==> src/rtl/grid_cell_writer.sv <==
// Write-side engine for the 64x48 VGA grid RAM: expands cell, clipped-rect and
// clear commands into one RAM write per clock, scanned row-major.
module grid_cell_writer #(
    parameter int COLS = 64,
    parameter int ROWS = 48,
    parameter int AW   = 12,
    parameter int DW   = 4
) (
    input  logic          iCLK,
    input  logic          iRST,
    input  logic          iCMD_VALID,
    output logic          oCMD_READY,
    input  logic [1:0]    iCMD_OP,
    input  logic [5:0]    iX,
    input  logic [5:0]    iY,
    input  logic [6:0]    iW,
    input  logic [5:0]    iH,
    input  logic [DW-1:0] iCOLOR,
    output logic [AW-1:0] oWRADDR,
    output logic [DW-1:0] oWRDATA,
    output logic          oWREN,
    output logic          oBUSY,
    output logic          oDONE
);
    localparam logic [6:0] COLS7 = 7'(COLS);
    localparam logic [6:0] ROWS7 = 7'(ROWS);

    typedef enum logic [1:0] {S_IDLE, S_FILL, S_DONE} state_t;

    state_t        state_q, state_d;
    logic [5:0]    x0_q, x0_d, cx_q, cx_d, cy_q, cy_d;
    logic [6:0]    xe_q, xe_d, ye_q, ye_d;
    logic [AW-1:0] wraddr_q, wraddr_d;
    logic [DW-1:0] wrdata_q, wrdata_d;
    logic          wren_q, wren_d, ready_q, ready_d;
    logic          busy_q, busy_d, done_q, done_d;

    logic [5:0] n_x, n_y, n_h;
    logic [6:0] n_w, x_sum, y_sum, n_xe, n_ye;
    logic       n_nop, n_empty;
    logic       last_col, last_row;
    logic [5:0] nx_cx, nx_cy;

    // Opcode normalisation and clipping of the incoming command.
    always_comb begin
        n_x   = iX;
        n_y   = iY;
        n_w   = iW;
        n_h   = iH;
        n_nop = 1'b0;
        case (iCMD_OP)
            2'd1: begin
                n_x = '0;
                n_y = '0;
                n_w = COLS7;
                n_h = 6'(ROWS);
            end
            2'd2: begin
                n_w = 7'd1;
                n_h = 6'd1;
            end
            2'd3:    n_nop = 1'b1;
            default: ;
        endcase
        x_sum   = {1'b0, n_x} + n_w;
        y_sum   = {1'b0, n_y} + {1'b0, n_h};
        n_xe    = (x_sum > COLS7) ? COLS7 : x_sum;
        n_ye    = (y_sum > ROWS7) ? ROWS7 : y_sum;
        n_empty = n_nop || (n_w == 7'd0) || (n_h == 6'd0) || ({1'b0, n_y} >= ROWS7);
    end

    always_comb begin
        last_col = ({1'b0, cx_q} == xe_q - 7'd1);
        last_row = ({1'b0, cy_q} == ye_q - 7'd1);
        nx_cx    = last_col ? x0_q : cx_q + 6'd1;
        nx_cy    = last_col ? cy_q + 6'd1 : cy_q;
    end

    // NOTE: every _d gets a default first so no path through the case infers a latch.
    always_comb begin
        state_d  = state_q;
        x0_d     = x0_q;
        cx_d     = cx_q;
        cy_d     = cy_q;
        xe_d     = xe_q;
        ye_d     = ye_q;
        wraddr_d = wraddr_q;
        wrdata_d = wrdata_q;
        ready_d  = ready_q;
        busy_d   = busy_q;
        wren_d   = 1'b0;
        done_d   = 1'b0;
        case (state_q)
            S_IDLE: begin
                if (iCMD_VALID && ready_q) begin
                    ready_d = 1'b0;
                    busy_d  = 1'b1;
                    if (n_empty) begin
                        state_d = S_DONE;
                        done_d  = 1'b1;
                    end else begin
                        // The first write is presented on the accept edge itself.
                        state_d  = S_FILL;
                        wren_d   = 1'b1;
                        x0_d     = n_x;
                        cx_d     = n_x;
                        cy_d     = n_y;
                        xe_d     = n_xe;
                        ye_d     = n_ye;
                        wraddr_d = AW'({n_y, n_x});
                        wrdata_d = iCOLOR;
                    end
                end
            end
            S_FILL: begin
                if (last_col && last_row) begin
                    state_d = S_DONE;
                    done_d  = 1'b1;
                end else begin
                    wren_d   = 1'b1;
                    cx_d     = nx_cx;
                    cy_d     = nx_cy;
                    wraddr_d = AW'({nx_cy, nx_cx});
                end
            end
            S_DONE: begin
                state_d = S_IDLE;
                ready_d = 1'b1;
                busy_d  = 1'b0;
            end
            default: state_d = S_IDLE;
        endcase
    end

    // NOTE: state is updated with non-blocking assignments only; the comb blocks above use blocking.
    always_ff @(posedge iCLK) begin
        if (iRST) begin
            state_q  <= S_IDLE;
            x0_q     <= '0;
            cx_q     <= '0;
            cy_q     <= '0;
            xe_q     <= '0;
            ye_q     <= '0;
            wraddr_q <= '0;
            wrdata_q <= '0;
            wren_q   <= 1'b0;
            ready_q  <= 1'b1;
            busy_q   <= 1'b0;
            done_q   <= 1'b0;
        end else begin
            state_q  <= state_d;
            x0_q     <= x0_d;
            cx_q     <= cx_d;
            cy_q     <= cy_d;
            xe_q     <= xe_d;
            ye_q     <= ye_d;
            wraddr_q <= wraddr_d;
            wrdata_q <= wrdata_d;
            wren_q   <= wren_d;
            ready_q  <= ready_d;
            busy_q   <= busy_d;
            done_q   <= done_d;
        end
    end

    assign oCMD_READY = ready_q;
    assign oWRADDR    = wraddr_q;
    assign oWRDATA    = wrdata_q;
    assign oWREN      = wren_q;
    assign oBUSY      = busy_q;
    assign oDONE      = done_q;

endmodule

==> config.mk <==
export PLATFORM = sky130hd
export DESIGN_NAME = grid_cell_writer
export DESIGN_NICKNAME = d
export VERILOG_FILES = /design/src/rtl/grid_cell_writer.sv
export SDC_FILE = /design/constraint.sdc
export NUM_CORES = 1
export LEC_CHECK = 0
export ABC_AREA = 1
export BUFFER_PORTS_ARGS = -buffer_cell sky130_fd_sc_hd__buf_2
export CAP_MARGIN = 10
export CORE_ASPECT_RATIO = 1.5
export CORE_MARGIN = 4
export CORE_UTILIZATION = 37
export CTS_CLUSTER_DIAMETER = 200
export DETAILED_ROUTE_END_ITERATION = 8
export HOLD_SLACK_MARGIN = 0.15
export RECOVER_POWER = 100
export SLEW_MARGIN = 20
export SYNTH_ARGS = -nofsm -noshare
export SYNTH_HDL_FRONTEND = slang
export SYNTH_SLANG_ARGS = --single-unit
==> constraint.sdc <==
create_clock -name iCLK -period 3.4 [get_ports iCLK]
set_clock_uncertainty 0.05 [all_clocks]
set_input_delay 0.34 -clock iCLK [delete_from_list [all_inputs] [get_ports iCLK]]
set_output_delay 0.34 -clock iCLK [all_outputs]
set_load 0.02 [all_outputs]
# --- Word-level counts from Yosys, hierarchy flattened ---
# Index checks and enable logic that the tools add are counted.
word_totals:
  reg_bits: 54
  in_bits: 34
  word_cells: 84
  output_inout_bits: 20
op_classes:
  add_sub_neg: 6
  reduce_logical: 14
  mux: 37
  n_bitwise: 1
  eq_ne: 11
  magnitude_cmp: 3
ops:
  columns: ["operator", "n"]
  rows:
  - ["$mux W6", 10]
  - ["$mux W12", 3]
  - ["$pmux W6 S2", 3]
  - ["$pmux W12 S2", 1]
  - ["$eq A6 B7 Y1", 2]
  - ["$mux W7", 2]
  - ["$pmux W7 S2", 1]
  - ["$sub A7 B1 Y7 const B", 2]
  - ["$add A6 B1 Y6 const B", 2]
  - ["$mux W1", 9]
  - ["$ne A2 B2 Y1 const B", 4]
  - ["$pmux W1 S2", 4]
  - ["$add A6 B6 Y7", 1]
  - ["$add A6 B7 Y7", 1]
  - ["$gt A7 B6 Y1 const B", 1]
  - ["$gt A7 B7 Y1 const B", 1]
  - ["$logic_not A7 Y1", 1]
  - ["$eq A2 B2 Y1 const B", 3]
  - ["$ge A6 B6 Y1 const B", 1]
  - ["$logic_not A6 Y1", 1]
  - ["$mux W2", 3]
  - ["$eq A2 B1 Y1 const B", 2]
  - ["$pmux W2 S2", 1]
  - ["$reduce_and A2 Y1", 2]
  - ["other kinds (7)", 11]

# --- Logic depth before layout (Yosys ltp) ---
logic_depth:
  word_depth: 9
  depth_mapped: 18
  mapped_depth_nobuf: 18

# --- Least setup slack after synthesis ---
# No wires, ideal clock.
synth_path:
  path_type: "input -> register"
  from: "in iCMD_OP[0]"
  to: "reg xe_q[1]"
  required_ns: 3.222
  n_path_buf: 0
  slack_ns: 0.765
  setup_ns: 0.128
  path_stages: 16
  t_arrival_ns: 2.457
  cell_sequence: "inv_1 ha_1 inv_1 o21ai_0 inv_1 ha_1 fa_1 nand3_1 nand3_1 nand2_1 nand2_1 a21oi_1 xnor2_1 nand2_1 nand2_1 a21oi_1"
synth_via:
  elab_chain_cells: 8
  elab_cells_between_ends: 19
  classes_between: "1 x add/sub; 2 x order compare; 3 x eq/ne; 6 x mux; 1 x bitwise; 6 x reduce/logical"
synth_rtl:
  columns: ["item", "line", "source"]
  rows:
  - ["start, declared", "13", "input logic [1:0] iCMD_OP,"]
  - ["parallel branches: the longest is 8 deep, another holds $add A6 B7 Y7", null, null]
  - ["end signal, assigned", "142", "xe_q <= '0;"]
  - ["end signal, assigned", "155", "xe_q <= xe_d;"]
  - ["end, declared", "32", "logic [6:0] xe_q, xe_d, ye_q, ye_d;"]
# Several ways; the timed one is not identified.
# A chain may end at the register's enable or synchronous reset.

# --- Worst setup path after layout ---
layout_path:
  from: "in iCMD_OP[0]"
  to: "reg ye_q[3]"
layout_via:
  elab_chain_cells: 8
  elab_cells_between_ends: 18
  classes_between: "1 x add/sub; 2 x order compare; 3 x eq/ne; 5 x mux; 1 x bitwise; 6 x reduce/logical"
layout_rtl:
  columns: ["item", "line", "source"]
  rows:
  - ["parallel branches: the longest is 8 deep, another holds $add A6 B6 Y7", null, null]
  - ["end signal, assigned", "156", "ye_q <= ye_d;"]
  - ["end, declared", "32", null]
# Several ways; the timed one is not identified.

==> results.json <==
{
  "status": "finished, final reports clean",
  "antenna_found_initial": 0,
  "wirelength_um": 8266,
  "postRouteAntennaNets": 0,
  "num_vias": 3214,
  "antennaDiodeCount": 0,
  "wl_per_cell_um": 12.28,
  "drive_above_1_share_pct": 10.25,
  "post_cts_buffers": 0,
  "holdWs_ns": 0.2305,
  "vias_per_cell": 4.776,
  "netlist_instances": 513,
  "grt_overflow": 0,
  "portBuffers": 53,
  "nFillCells": 965,
  "cts_hold_buffers": 0,
  "max_freq_mhz": 359.0,
  "clockRootBuffer": "clkbuf_16",
  "slowest_stage": "clkbuf_1",
  "yosysUniqueCellTypes": 34,
  "ys_warn_count": 0,
  "io_pins": 54,
  "rsz0062_at_grt": "false",
  "dominantRegCellSynth": "dfxtp_1",
  "final_hold_viol_count": 0,
  "drc": 0,
  "crit_arrival_ns": 2.95,
  "min_path_type": "input pin to flip-flop",
  "synth_top_cell_by_area": "dfxtp_1",
  "dpl.hpwl_um": 6597,
  "max-cap-violations": 0,
  "initial_core_util_pct": 38.08,
  "regArea_um2": 840.8,
  "grt_pass1_vias": 3280,
  "end_kind": "flip-flop",
  "clock_latency_ns": 0.28,
  "netlist_area_um2": 3223,
  "power_density_nw_per_um2": 516.8,
  "worstSetupPathType": "input pin to flip-flop",
  "syn_nets": 569,
  "min_period_over_period_pct": 81.92,
  "clkSinkCount": 42,
  "cp_data_required_time_ns": 3.56,
  "cp_num_buf_inv": 4,
  "critPathTopFamily": "simple AND/OR/NAND/NOR gates",
  "start_kind": "input pin",
  "core_um2": 8464,
  "multi_input_area_um2": 1979,
  "die-area_um2": 10300,
  "tns_ns": 0,
  "num_rows": 41,
  "slowest_delay_ns": 0.35,
  "drtPass1Iterations": 4,
  "crit_fanout": 15,
  "cts_tree": "yes",
  "clkTransAtPathRegs_ns": 0.06,
  "die_y_um": 122.3,
  "drv_slew": 0,
  "synth_top_area_share_pct": 26.09,
  "cts-resized-gates": 0,
  "post_synth.cell_area_avg_um2": 6.283,
  "grt_pass1_wl_um": 14210,
  "tightest_slew_ns": 0.8661,
  "synth.area.top_cells": "dfxtp_1, nand2_1, inv_1",
  "final_util_pct": 43.52,
  "max_slew_margin_pct": 42.05,
  "numCtsBuffers": 5,
  "synth_edf_count": 0,
  "setup_viol_count_final": 0,
  "die_w_um": 84.21,
  "synth-seq-area-share_pct": 26.09,
  "ir_drop_mv": 0.2718,
  "grt_max_degree": 29,
  "grt_usage_pct": 16.81,
  "h-tree-depth": 2,
  "cts_buffer_depth": 2,
  "area_delta_synth_final_pct": 14.29,
  "period_needed_ns": 2.785,
  "path_cells": "buf_2 > inv_1 > ha_1 > clkbuf_1 > nand2_1 > nand2_1 > nor2_1 > nand3_1 > nand3b_1 > nor2_1 > inv_1 > nor2_2 > nand3_1 > a21oi_1",
  "synth_seq_cells": 42,
  "total_leakage_power_uw": 0.001957,
  "nNetsFinal": 621,
  "async_reset_ff_share_pct": 0,
  "drtIter0Drc": 99,
  "routabilityCongestion": 0.8634
}
[layout by cell type, fill, tap and decap left out]
cell | synthesis | final
nand4_2 | 1 | 1
nand3_2 | 3 | 3
o21ai_0 | 26 | 26
bufinv_16 | 0 | 1
a211oi_1 | 1 | 1
inv_1 | 78 | 79
ha_1 | 20 | 20
fa_1 | 2 | 2
nor2_1 | 65 | 67
clkinv_1 | 1 | 1
nand3_1 | 41 | 41
inv_2 | 2 | 1
clkinv_2 | 0 | 1
nand3_4 | 2 | 2
buf_4 | 1 | 1
nand2_2 | 2 | 2
nor2_2 | 5 | 5
xor2_1 | 11 | 11
xnor2_1 | 12 | 12
inv_6 | 0 | 1
nand3b_1 | 2 | 3
nand4_1 | 4 | 4
nor3_1 | 6 | 6
a31oi_1 | 1 | 1
clkbuf_1 | 6 | 21
o21bai_1 | 1 | 1
clkbuf_16 | 0 | 5
clkbuf_2 | 1 | 1
dfxtp_1 | 42 | 42
buf_2 | 1 | 33
nand2_1 | 145 | 145
a21o_1 | 2 | 2
a21oi_1 | 23 | 23
or2_2 | 1 | 1
[worst register-to-register path: cells and delay by family, from the launching register on]
| kind | cells | cell delay, ns |
|---|---|---|
| fa+ha+maj | 1 | 0.27 |
| buf+inv | 2 | 0.17 |
| flops | 1 | 0.40 |
| simple gates | 11 | 1.71 |
[synthesized netlist by cell type, types with 6 or more instances]
cell type and count:
nand3_1 41, xor2_1 11, nor2_1 65, xnor2_1 12
ha_1 20, dfxtp_1 42, o21ai_0 26, a21oi_1 23
clkbuf_1 6, nand2_1 145, inv_1 78, nor3_1 6
[layout make-up]
class	instances	area share (%)
Timing Repair Buffer	56	6.963
Multi-Input combinational cell	379	53.74
Tap cell	107	3.635
Clock buffer	5	3.397
Clock inverter	3	1.189
Inverter	81	8.254
Sequential cell	42	22.83
[power breakdown]
part / internal, µW / switching (µW)
clock network: 348 / 200
registers: 559 / 70.2
logic: 261 / 465
total: 1170 / 735
[layer usage]
layer | global-route usage (%) | vias up | wire (µm) | part of all wire [%]
li1 | - | 1694 | - | -
met3 | 2.283 | 15 | 234 | 2.8
met1 | 17.22 | 1451 | 3369 | 41
met4 | 7.646 | 0 | 233 | 2.8
met2 | 33.15 | 54 | 4430 | 54
met5 | 0 | - | 0 | 0
[flip-flops by register name, summed over array words and instances, names as in the netlist]
signal and cells:
cx_q 5, cy_q 6, oBUSY 1, oCMD_READY 1, oDONE 1, oWRADDR 1
oWRDATA 4, oWREN 1, state_q 2, x0_q 6, xe_q 7, ye_q 7
[kinds of logic (layout without fill, tap and decap cells)]
family	after synthesis	in the layout	synth area share, %
buffers and inverters	92	145	11.37
xor gates and xnor gates	23	23	6.250
DFF	42	42	26.09
adders and majority gates	22	22	9.006
and+or+nand+nor	280	280	38.55
AOI/OAI and AO/OA	54	54	8.734
[stage by stage]
stage	std cells	instance area [µm²]	total power, µW	worst slack (ns)
6_report	673	3684	1904	0.6146
2_1_floorplan	513	3223	1215	0.7646
5_1_grt	673	3684	2065	0.2908
4_1_cts	673	3751	1949	0.7155
3_5_place_dp	665	3582	1393	0.4297
3_3_place_gp	665	3582	1377	0.5089
[final timing paths]
check                  start          to  slack (ns)  cells after the start
hold reg to reg   oCMD_READY  oCMD_READY        0.41                      2
hold / removal     iCOLOR[2]  oWRDATA[2]        0.23                      3
setup / recovery  iCMD_OP[0]     ye_q[3]        0.61                     14
setup reg to reg     xe_q[0]  oWRADDR[5]        0.69                     14
No activity file was read; power rests on OpenSTA's default activity.
